### src/rtl/pwm_setpoint_arbiter_if.sv
`default_nettype none
// ============================================================================
// Module      : pwm_setpoint_arbiter_if
// Description : Requester handshake and PWM output bundle for the setpoint arbiter.
// Revision    : 1.0  initial release
// ============================================================================
interface pwm_setpoint_arbiter_if #(
    parameter int NUM_REQ = 4
) ();
    logic [NUM_REQ-1:0]   req_valid;
    logic [8*NUM_REQ-1:0] req_level;
    logic [NUM_REQ-1:0]   req_ready;
    logic [7:0]           pwm_voltage;
    logic                 pwm_power;
    logic                 at_target;
    logic                 busy;

    modport master (
        output req_valid, req_level,
        input  req_ready, pwm_voltage, pwm_power, at_target, busy
    );

    modport slave (
        input  req_valid, req_level,
        output req_ready, pwm_voltage, pwm_power, at_target, busy
    );
endinterface
`default_nettype wire

### src/rtl/pwm_setpoint_arbiter.sv
`default_nettype none
// ============================================================================
// Module      : pwm_setpoint_arbiter
// Description : Round-robin setpoint arbiter with rate-limited ramp and delayed power-down.
// Revision    : 1.0  initial release
// ============================================================================
module pwm_setpoint_arbiter #(
    parameter int NUM_REQ   = 4,
    parameter int STEP      = 1,
    parameter int RAMP_DIV  = 256,
    parameter int OFF_DELAY = 1024
) (
    input  wire logic               clk,
    input  wire logic               rst_n,
    pwm_setpoint_arbiter_if.slave   bus
);
    localparam int c_PTR_W  = $clog2(NUM_REQ);
    localparam int c_TICK_W = (RAMP_DIV  > 1) ? $clog2(RAMP_DIV)  : 1;
    localparam int c_IDLE_W = (OFF_DELAY > 1) ? $clog2(OFF_DELAY) : 1;
    localparam logic [c_PTR_W-1:0]  c_PTR_LAST  = c_PTR_W'(NUM_REQ - 1);
    localparam logic [c_TICK_W-1:0] c_TICK_LAST = c_TICK_W'(RAMP_DIV - 1);
    localparam logic [c_IDLE_W-1:0] c_IDLE_LAST = c_IDLE_W'(OFF_DELAY - 1);
    localparam logic [8:0]          c_STEP      = 9'(STEP);

    typedef enum logic [1:0] {
        S_IDLE = 2'd0,
        S_RAMP = 2'd1,
        S_HOLD = 2'd2
    } state_e;

    state_e               r_state,   w_state_nxt;
    logic [7:0]           r_target,  w_target_nxt;
    logic [7:0]           r_voltage, w_voltage_nxt;
    logic                 r_power,   w_power_nxt;
    logic                 r_at_target, w_at_target_nxt;
    logic [NUM_REQ-1:0]   r_ready,   w_ready_nxt;
    logic [c_PTR_W-1:0]   r_ptr,     w_ptr_nxt;
    logic [c_TICK_W-1:0]  r_tick,    w_tick_nxt;
    logic [c_IDLE_W-1:0]  r_idle,    w_idle_nxt;

    logic                 w_gnt_any;
    logic                 w_hi_any;
    logic [c_PTR_W-1:0]   w_hi_idx;
    logic [c_PTR_W-1:0]   w_lo_idx;
    logic [c_PTR_W-1:0]   w_gnt_idx;
    logic [7:0]           w_gnt_level;
    logic [NUM_REQ-1:0]   w_gnt_onehot;
    logic                 w_grant;
    logic [8:0]           w_up;
    logic [8:0]           w_dn;
    logic [7:0]           w_step;

    // Round-robin pick: lowest valid index at/above the pointer, else lowest overall.
    always_comb begin
        w_gnt_any = 1'b0;
        w_hi_any  = 1'b0;
        w_hi_idx  = '0;
        w_lo_idx  = '0;
        for (int k = NUM_REQ - 1; k >= 0; k--) begin
            if (bus.req_valid[k]) begin
                w_gnt_any = 1'b1;
                w_lo_idx  = c_PTR_W'(k);
                if (c_PTR_W'(k) >= r_ptr) begin
                    w_hi_any = 1'b1;
                    w_hi_idx = c_PTR_W'(k);
                end
            end
        end
        w_gnt_idx = w_hi_any ? w_hi_idx : w_lo_idx;
    end

    always_comb begin
        w_gnt_level  = 8'd0;
        w_gnt_onehot = '0;
        for (int k = 0; k < NUM_REQ; k++) begin
            if (w_gnt_idx == c_PTR_W'(k)) begin
                w_gnt_level     = bus.req_level[8*k +: 8];
                w_gnt_onehot[k] = 1'b1;
            end
        end
    end

    // One step toward target in 9-bit arithmetic, clamped at the target.
    always_comb begin
        w_up = {1'b0, r_voltage} + c_STEP;
        w_dn = {1'b0, r_voltage} - c_STEP;
        if (r_target > r_voltage) begin
            w_step = (w_up >= {1'b0, r_target}) ? r_target : w_up[7:0];
        end else begin
            w_step = (w_dn[8] || (w_dn[7:0] <= r_target)) ? r_target : w_dn[7:0];
        end
    end

    always_comb begin
        w_state_nxt   = r_state;
        w_target_nxt  = r_target;
        w_voltage_nxt = r_voltage;
        w_power_nxt   = r_power;
        w_ready_nxt   = '0;
        w_ptr_nxt     = r_ptr;
        w_tick_nxt    = r_tick;
        w_idle_nxt    = r_idle;
        // No arbitration while ramping or in the blackout cycle that follows a grant.
        w_grant = (r_state != S_RAMP) && (r_ready == '0) && w_gnt_any;

        case (r_state)
            S_RAMP: begin
                if (r_tick == c_TICK_LAST) begin
                    w_tick_nxt    = '0;
                    w_voltage_nxt = w_step;
                    if (w_step == r_target) begin
                        w_state_nxt = S_HOLD;
                    end
                end else begin
                    w_tick_nxt = r_tick + 1'b1;
                end
            end
            S_HOLD: begin
                if (r_voltage == 8'd0) begin
                    if (r_idle == c_IDLE_LAST) begin
                        w_state_nxt = S_IDLE;
                        w_power_nxt = 1'b0;
                        w_idle_nxt  = '0;
                    end else begin
                        w_idle_nxt = r_idle + 1'b1;
                    end
                end else begin
                    w_idle_nxt = '0;
                end
            end
            default: begin
            end
        endcase

        // A grant overrides a power-down falling on the same edge.
        if (w_grant) begin
            w_target_nxt = w_gnt_level;
            w_ready_nxt  = w_gnt_onehot;
            w_ptr_nxt    = (w_gnt_idx == c_PTR_LAST) ? '0 : w_gnt_idx + 1'b1;
            w_idle_nxt   = '0;
            w_power_nxt  = 1'b1;
            if (w_gnt_level != r_voltage) begin
                w_state_nxt = S_RAMP;
                w_tick_nxt  = '0;
            end else begin
                w_state_nxt = S_HOLD;
            end
        end

        w_at_target_nxt = (w_state_nxt != S_RAMP) && (w_voltage_nxt == w_target_nxt);
    end

    always_ff @(posedge clk or negedge rst_n) begin
        if (!rst_n) begin
            r_state     <= S_IDLE;
            r_target    <= 8'd0;
            r_voltage   <= 8'd0;
            r_power     <= 1'b0;
            r_at_target <= 1'b0;
            r_ready     <= '0;
            r_ptr       <= '0;
            r_tick      <= '0;
            r_idle      <= '0;
        end else begin
            r_state     <= w_state_nxt;
            r_target    <= w_target_nxt;
            r_voltage   <= w_voltage_nxt;
            r_power     <= w_power_nxt;
            r_at_target <= w_at_target_nxt;
            r_ready     <= w_ready_nxt;
            r_ptr       <= w_ptr_nxt;
            r_tick      <= w_tick_nxt;
            r_idle      <= w_idle_nxt;
        end
    end

    assign bus.req_ready   = r_ready;
    assign bus.pwm_voltage = r_voltage;
    assign bus.pwm_power   = r_power;
    assign bus.at_target   = r_at_target;
    assign bus.busy        = (r_state == S_RAMP);
endmodule
`default_nettype wire

### src/flat_wrapper.sv
// flat-port wrapper written by rule: the top's interface ports become plain ports
module pwm_setpoint_arbiter_flat 
#(
    parameter int NUM_REQ   = 4,
    parameter int STEP      = 1,
    parameter int RAMP_DIV  = 256,
    parameter int OFF_DELAY = 1024
)
  (clk, rst_n, bus_req_valid, bus_req_level, bus_req_ready, bus_pwm_voltage, bus_pwm_power, bus_at_target, bus_busy);
  pwm_setpoint_arbiter_if #(.NUM_REQ(NUM_REQ)) bus_i ();
  input  wire logic clk;
  input  wire logic rst_n;
  input wire logic [$bits(bus_i.req_valid)-1:0] bus_req_valid;
  input wire logic [$bits(bus_i.req_level)-1:0] bus_req_level;
  output wire logic [$bits(bus_i.req_ready)-1:0] bus_req_ready;
  output wire logic [$bits(bus_i.pwm_voltage)-1:0] bus_pwm_voltage;
  output wire logic [$bits(bus_i.pwm_power)-1:0] bus_pwm_power;
  output wire logic [$bits(bus_i.at_target)-1:0] bus_at_target;
  output wire logic [$bits(bus_i.busy)-1:0] bus_busy;
  assign bus_i.req_valid = bus_req_valid;
  assign bus_i.req_level = bus_req_level;
  assign bus_req_ready = bus_i.req_ready;
  assign bus_pwm_voltage = bus_i.pwm_voltage;
  assign bus_pwm_power = bus_i.pwm_power;
  assign bus_at_target = bus_i.at_target;
  assign bus_busy = bus_i.busy;
  pwm_setpoint_arbiter #(.NUM_REQ(NUM_REQ), .STEP(STEP), .RAMP_DIV(RAMP_DIV), .OFF_DELAY(OFF_DELAY)) u_core (.clk(clk), .rst_n(rst_n), .bus(bus_i));
endmodule
### config.mk
export PLATFORM = sky130hd
export DESIGN_NAME = pwm_setpoint_arbiter_flat
export DESIGN_NICKNAME = d
export VERILOG_FILES = /design/src/rtl/pwm_setpoint_arbiter_if.sv /design/src/rtl/pwm_setpoint_arbiter.sv /design/src/flat_wrapper.sv
export SDC_FILE = /design/constraint.sdc
export NUM_CORES = 1
export LEC_CHECK = 0
export CELL_PAD_IN_SITES_DETAIL_PLACEMENT = 2
export CELL_PAD_IN_SITES_GLOBAL_PLACEMENT = 2
export CORE_UTILIZATION = 36
export DETAILED_ROUTE_END_ITERATION = 16
export PLACE_DENSITY = 0.91
export SYNTH_ARGS = -nofsm -noshare
export SYNTH_HDL_FRONTEND = slang
export SYNTH_SLANG_ARGS = --single-unit
### constraint.sdc
create_clock -name clk -period 11.7 [get_ports clk]
set_input_delay 1.755 -clock clk [delete_from_list [all_inputs] [get_ports clk]]
set_output_delay 1.755 -clock clk [all_outputs]
set_load 0.02 [all_outputs]
== Word level (Yosys, flattened, before mapping) ==
Cells that the tools add are included.

* Add/sub/neg operators: 5
* Multiplexer cells: 60
* Order comparisons: 7
* Equal/unequal tests: 12
* Reduce and logical (&&, ||, !) cells: 11

{| class="wikitable"
|+ Operators by type and width
! operator !! count
|-
| 8-bit 2-to-1 mux || 14
|-
| 10-bit 2-to-1 mux || 4
|-
| 2-bit 2-to-1 mux || 20
|-
| 1-bit 2-to-1 mux || 20
|-
| 8-bit equality test || 2
|-
| 10-bit by 1-bit adder with 10-bit output (second input constant) || 1
|-
| 10-bit equality test (second input constant) || 1
|-
| 8-bit by 1-bit adder with 9-bit output (second input constant) || 1
|-
| 9-bit by 8-bit greater-or-equal comparator with 1-bit output || 1
|-
| 8-bit by 1-bit subtractor with 9-bit output (second input constant) || 1
|-
| 8-bit by 1-bit adder with 8-bit output (second input constant) || 1
|-
| 8-bit equality test (second input constant) || 1
|-
| 8-bit > comparator || 1
|-
| 8-bit <= comparator || 1
|-
| 8-bit logical NOT || 1
|-
| 8-bit inequality test || 1
|-
| 2-bit equality test (second input constant) || 3
|-
| 2-bit nonzero test || 3
|-
| 2-bit by 1-bit equality test with 1-bit output (second input constant) || 2
|-
| 1-bit by 2-bit greater-or-equal comparator with 1-bit output (first input constant) || 2
|-
| 2-bit greater-or-equal comparator (first input constant) || 2
|-
| 4-bit logical NOT || 1
|-
| 4-bit 2-to-1 mux || 1
|-
| 2-bit by 1-bit inequality test with 1-bit output (second input constant) || 2
|-
| 6 further kinds || 8
|}

* Register bits after elaboration: 44
* Output and inout bits: 15
* Word-level logic and storage cells: 104

== Logic depth before layout (Yosys ltp) ==
* Depth after elaboration: 20
* Gate-level depth with buffers: 15
* Gate-level depth less buffers: 14

== Worst setup path before layout ==
No wires, ideal clock.

* Path kind: in2reg
* From: input bus_req_valid[1]
* To: register u_core.r_at_target (netlist: u_core.bus.at_target)
* Data required time: 11.604 ns
* Data arrival time: 4.296 ns
* Library setup time: 0.096 ns
* Stages: 14
* Slack: 7.308 ns
* Cells stage by stage: mux2i_1 a221oi_1 inv_1 ha_1 clkbuf_1 nor3b_1 a211oi_1 mux2i_1 xnor2_1 nand2_1 mux2i_1 nor4_2 o2111ai_1 nor4_2

* Cells in the longest elaborated chain, start to end: 14

{| class="wikitable"
|+ RTL lines
! item !! line !! text
|-
| start: declaration || flat_wrapper.sv:13 || <nowiki>input wire logic [$bits(bus_i.req_valid)-1:0] bus_req_valid;</nowiki>
|-
| 2-bit 2-to-1 mux or 1-bit 2-to-1 mux (tied branches) || pwm_setpoint_arbiter.sv:60 || <nowiki>if (bus.req_valid[k]) begin</nowiki>
|-
| 2-bit 2-to-1 mux or 1-bit 2-to-1 mux (tied branches) || pwm_setpoint_arbiter.sv:63 || <nowiki>if (c_PTR_W'(k) >= r_ptr) begin</nowiki>
|-
| 2-bit 2-to-1 mux or 1-bit 2-to-1 mux (tied branches) || pwm_setpoint_arbiter.sv:60 ||
|-
| 2-bit 2-to-1 mux || pwm_setpoint_arbiter.sv:69 || <nowiki>w_gnt_idx = w_hi_any ? w_hi_idx : w_lo_idx;</nowiki>
|-
| 2-bit logical NOT || pwm_setpoint_arbiter.sv:76 || <nowiki>if (w_gnt_idx == c_PTR_W'(k)) begin</nowiki>
|-
| 8-bit 2-to-1 mux (4 in series) || pwm_setpoint_arbiter.sv:76 ||
|-
| 8-bit inequality test || pwm_setpoint_arbiter.sv:142 || <nowiki>if (w_gnt_level != r_voltage) begin</nowiki>
|-
| 2-bit 2-to-1 mux || pwm_setpoint_arbiter.sv:142 ||
|-
| 2-bit 2-to-1 mux || pwm_setpoint_arbiter.sv:136 || <nowiki>if (w_grant) begin</nowiki>
|-
| 2-bit by 1-bit inequality test with 1-bit output || pwm_setpoint_arbiter.sv:150 || <nowiki>w_at_target_nxt = (w_state_nxt != S_RAMP) && (w_voltage_nxt == w_target_nxt);</nowiki>
|-
| 1-bit logical AND * || pwm_setpoint_arbiter.sv:150 ||
|-
| net u_core.w_at_target_nxt || pwm_setpoint_arbiter.sv:35 || <nowiki>logic r_at_target, w_at_target_nxt;</nowiki>
|-
| end signal: assignment || pwm_setpoint_arbiter.sv:169 || <nowiki>r_at_target <= w_at_target_nxt;</nowiki>
|-
| end: declaration || pwm_setpoint_arbiter.sv:35 ||
|}

The timed path passes the listed nets; every way through them passes the cells marked *.
A chain may end at the register's enable or synchronous reset.

== Final worst setup path ==
* From: input bus_req_valid[1]
* To: register u_core.r_tick[0]

* Cells in the longest elaborated chain, start to end: 12

{| class="wikitable"
|+ RTL lines
! item !! line !! text
|-
| 2-bit 2-to-1 mux or 1-bit 2-to-1 mux (tied branches) || pwm_setpoint_arbiter.sv:60 ||
|-
| 2-bit 2-to-1 mux or 1-bit 2-to-1 mux (tied branches) || pwm_setpoint_arbiter.sv:63 ||
|-
| 2-bit 2-to-1 mux or 1-bit 2-to-1 mux (tied branches) || pwm_setpoint_arbiter.sv:60 ||
|-
| 2-bit 2-to-1 mux || pwm_setpoint_arbiter.sv:69 ||
|-
| 2-bit logical NOT || pwm_setpoint_arbiter.sv:76 ||
|-
| 8-bit 2-to-1 mux (4 in series) || pwm_setpoint_arbiter.sv:76 ||
|-
| 8-bit inequality test || pwm_setpoint_arbiter.sv:142 ||
|-
| 8-bit 2-to-1 mux || pwm_setpoint_arbiter.sv:142 ||
|-
| 8-bit 2-to-1 mux * || pwm_setpoint_arbiter.sv:136 ||
|-
| net u_core.w_tick_nxt[0] || pwm_setpoint_arbiter.sv:38 || <nowiki>logic [c_TICK_W-1:0] r_tick, w_tick_nxt;</nowiki>
|-
| end signal: assignment || pwm_setpoint_arbiter.sv:172 || <nowiki>r_tick <= w_tick_nxt;</nowiki>
|-
| end: declaration || pwm_setpoint_arbiter.sv:38 ||
|}

Marked as above.

==> run metrics <==
dpl hpwl=between 10 and 15 mm; Routed wire per std cell=~23 um; Synth area leaders=dfrtp_1 28%, ha_1 11%, xnor2_1 6.7%; placed inst area=~4500 um^2; FFs w/ async S/R, synth=100.0%; number of max-cap violations=0; setup bufs post-CTS=0; worst-path maximum fanout=11; worst-path cell chain=clkdlybuf4s50_1 -> mux2i_1 -> a221oi_1 -> ha_1 -> nor2b_1 -> a221oi_1 -> nor3_1 -> a21oi_1 -> xnor2_1 -> nor3_1 -> a31oi_1 -> nand2b_1 -> nor2_1; port buffer count=52; setup_tns=0 ns; Syn Inst Count=460; worst slew pin tran=1.076 ns; Finish-stage setup viols=0; # diodes=0; # DRC=0; Hold Buf Count CTS=0; top-area cell type share of the netlist area=28.20%; CP arrival=~5.8 ns; P per Cell Area=234.5 nW/um^2; Site Rows=37; Area Overhead vs Synth=18.39%; CTS sink cnt=44; Initial DRT Pass Iterations=6; Lkg Pwr=1.877 nW; headroom to the max-slew limit=28.24%; Peak Freq=180.4 MHz; latest clock arrival within the worst-skew pair=~0.32 ns; CP Capture Type=register; Die W=~110 um; starting density of the core=between 30 and 40%; vias in the first global route=approximately 4,300; largest net degree at the start of global routing=45; fin. max-slew vios=0; Fillers=roughly 1,200; Hold WC Path Type=reg -> reg; Top Usage Layer GRT=met2; gr usage total=about 28%; EDFF count, synth=0; crit path kind=in -> reg; die height=roughly 110 um; Final Hold Slack=about 0.50 ns; Netlist cell types=69; Worst Path Required=approximately 12 ns; outcome=finished, final reports clean; Die ar.=11,270 um^2; Yosys top cell by area=dfrtp_1; routability cong.=around 0.86; sequential area share after synthesis=between 20% and 30%; count of antenna-violating nets left after detailed routing=0; Placeable Area=about 10,000 um^2; unrepaired setup endpoints after global routing=no; CP max stage delay=0.57 ns; Max H-tree Level=2; clk_skew=~0.012 ns; Final Instance Area=~4600 um^2; slowest library cell on the worst path=clkdlybuf4s50_1; grt met1 use=about a third; Placement Setup Slack=5.885 ns; final WL=about 15 mm; Worst VDD drop=roughly 0.10 mV; Final #Nets=~570; met3 Use GR=just under 3%; clock tree buffer depth=2; mean number of vias per cell=5.962; final worst slack=approximately 6.2 ns; Mapped Area=3905 um^2; Hold Vio Cnt, Final=0; Syn Nets=around 530; share of cells above drive strength 1=under 10%; CTS tree=yes; Worst Setup Start Kind=primary input; Root Driver=clkbuf_8; DR iter-0 viols=275; CTS Buf Count=5; initial antenna violation count=0; Syn Area/Cell=8.489 um^2; Pwr Total=between 1 and 1.5 mW; met2 global-route usage=between 40 and 50%; Clk pin slew, worst setup/hold paths=0.10 ns; first-pass GRT wire length=between 20 and 25 mm; predominant post-synthesis flop cell=dfrtp_1; Final min period=5.544 ns; vias=3,810; Final Cycle Share=between 40% and 50%; post-synthesis register bit count=44; num ports=53; Top delay family on crit path=compound AO/OA/AOI/OAI gates; cells resized by post-CTS repair=0; grt ovf=0; synth warn=0; Worst Path Buf+Inv=1
## state kept, by name, indices dropped and copies added, names as in the netlist
register and flops:
u_core.r_target 8, u_core.r_tick 8, u_core.r_ptr 2, u_core.bus.req_ready 4, u_core.bus.pwm_power 1, u_core.r_state 2
u_core.bus.at_target 1, u_core.r_idle 10, u_core.bus.pwm_voltage 8
## area by class of cell
type | instances | area, um^2 | area share (%)
Timing Repair Buffer | 52 | 515.5 | 11.15
Sequential cell | 44 | 1101 | 23.82
Clock inverter | 3 | 46.29 | 1.001
Clock buffer | 5 | 68.82 | 1.488
Multi-Input combinational cell | 364 | 2590 | 56.02
Tap cell | 136 | 170.2 | 3.681
Inverter | 35 | 131.4 | 2.842
## power breakdown
part	total (mW)	internal, mW	switching [mW]
Clock	0.130	0.0645	0.0654
Combinational	0.720	0.259	0.461
Sequential	0.234	0.185	0.0496
## cell usage after synthesis (3+ instances only)
master and number:
inv_1 34, clkbuf_1 9, and2_1 6, nor4_1 3
a221oi_1 5, nor2_1 33, mux2i_1 7, dfrtp_1 44
nand3_1 12, o2111ai_1 4, o21ai_0 32, nor2b_1 7
nand2_1 46, o21ai_1 3, o31ai_1 7, nand4_1 8
a21oi_1 22, buf_2 3, o21a_1 4, ha_1 34
xnor2_1 30, o21ai_2 3, nor3_1 10, and3_1 5
a22oi_1 4, o22ai_1 4, xor2_1 15, a211oi_1 6
o211ai_1 7, a31oi_1 3, or4_4 3
## final timing paths
| path | from | end | slack, ns | cells past startpoint |
|---|---|---|---|---|
| max | bus_req_valid[1] | u_core.r_tick[0] | 6.16 | 13 |
| min | u_core.r_idle[9] | u_core.r_idle[9] | 0.50 | 1 |
| max reg2reg | u_core.bus.pwm_voltage[3] | u_core.bus.at_target | 7.17 | 12 |
| min reg2reg | u_core.r_idle[9] | u_core.r_idle[9] | 0.50 | 1 |
| max in group asynchronous | rst_n | u_core.bus.pwm_voltage[2] | 9.41 | 1 |
| min in group asynchronous | rst_n | u_core.bus.at_target | 1.62 | 1 |
## logic make-up (layout without fill, tap and decap cells)
| kind of cell | Yosys count | count (layout) | synth area share, % |
|---|---|---|---|
| multiplexers | 8 | 8 | 2.083 |
| AND/OR/NAND/NOR | 150 | 150 | 19.87 |
| flip-flops | 44 | 44 | 28.20 |
| buffers and inverters | 52 | 95 | 5.479 |
| AO/OA/AOI/OAI | 125 | 125 | 22.56 |
| adder cells (fa/ha/maj) | 34 | 34 | 10.89 |
| XOR/XNOR | 47 | 47 | 10.93 |
## per-stage QoR
stage | util, % | instances
after global placement | 43.28 | 631
after CTS | 44.38 | 639
after detailed placement | 43.28 | 631
after floorplan | - | 460
after global routing | 44.38 | 639
final | 44.38 | 639
## cell usage in the layout (no fill, tap or decap), types with 2 or more instances in the layout
cell type	count
xnor2_2	2
xnor2_1	30
o22ai_1	4
nand2b_1	2
xor2_1	15
nor3_1	10
a21oi_1	22
or4_4	3
nor3b_1	2
a31oi_1	3
clkbuf_8	5
mux2i_1	7
a221oi_1	5
nand2_1	46
o31ai_1	7
o32ai_1	2
o21ai_2	3
a22oi_1	4
nand4_1	8
nand3b_1	2
o21ai_1	3
nand3_1	12
nor2b_1	7
o21a_1	4
nor2_1	33
clkdlybuf4s50_1	51
o211ai_1	7
and3_1	5
inv_1	34
and2_1	6
a211oi_1	6
nor4_2	2
o21ai_0	32
dfrtp_1	44
nor4_1	3
a21o_1	2
o2111ai_1	4
ha_1	34
## routing by layer
layer  part of all wire [%]  vias to the layer above
met4                    2.6                        0
li1                       -                     1740
met1                     42                     1905
met3                    4.0                       36
met2                     51                      129
met5                      0                        -
No activity file was read; power rests on OpenSTA's default activity.
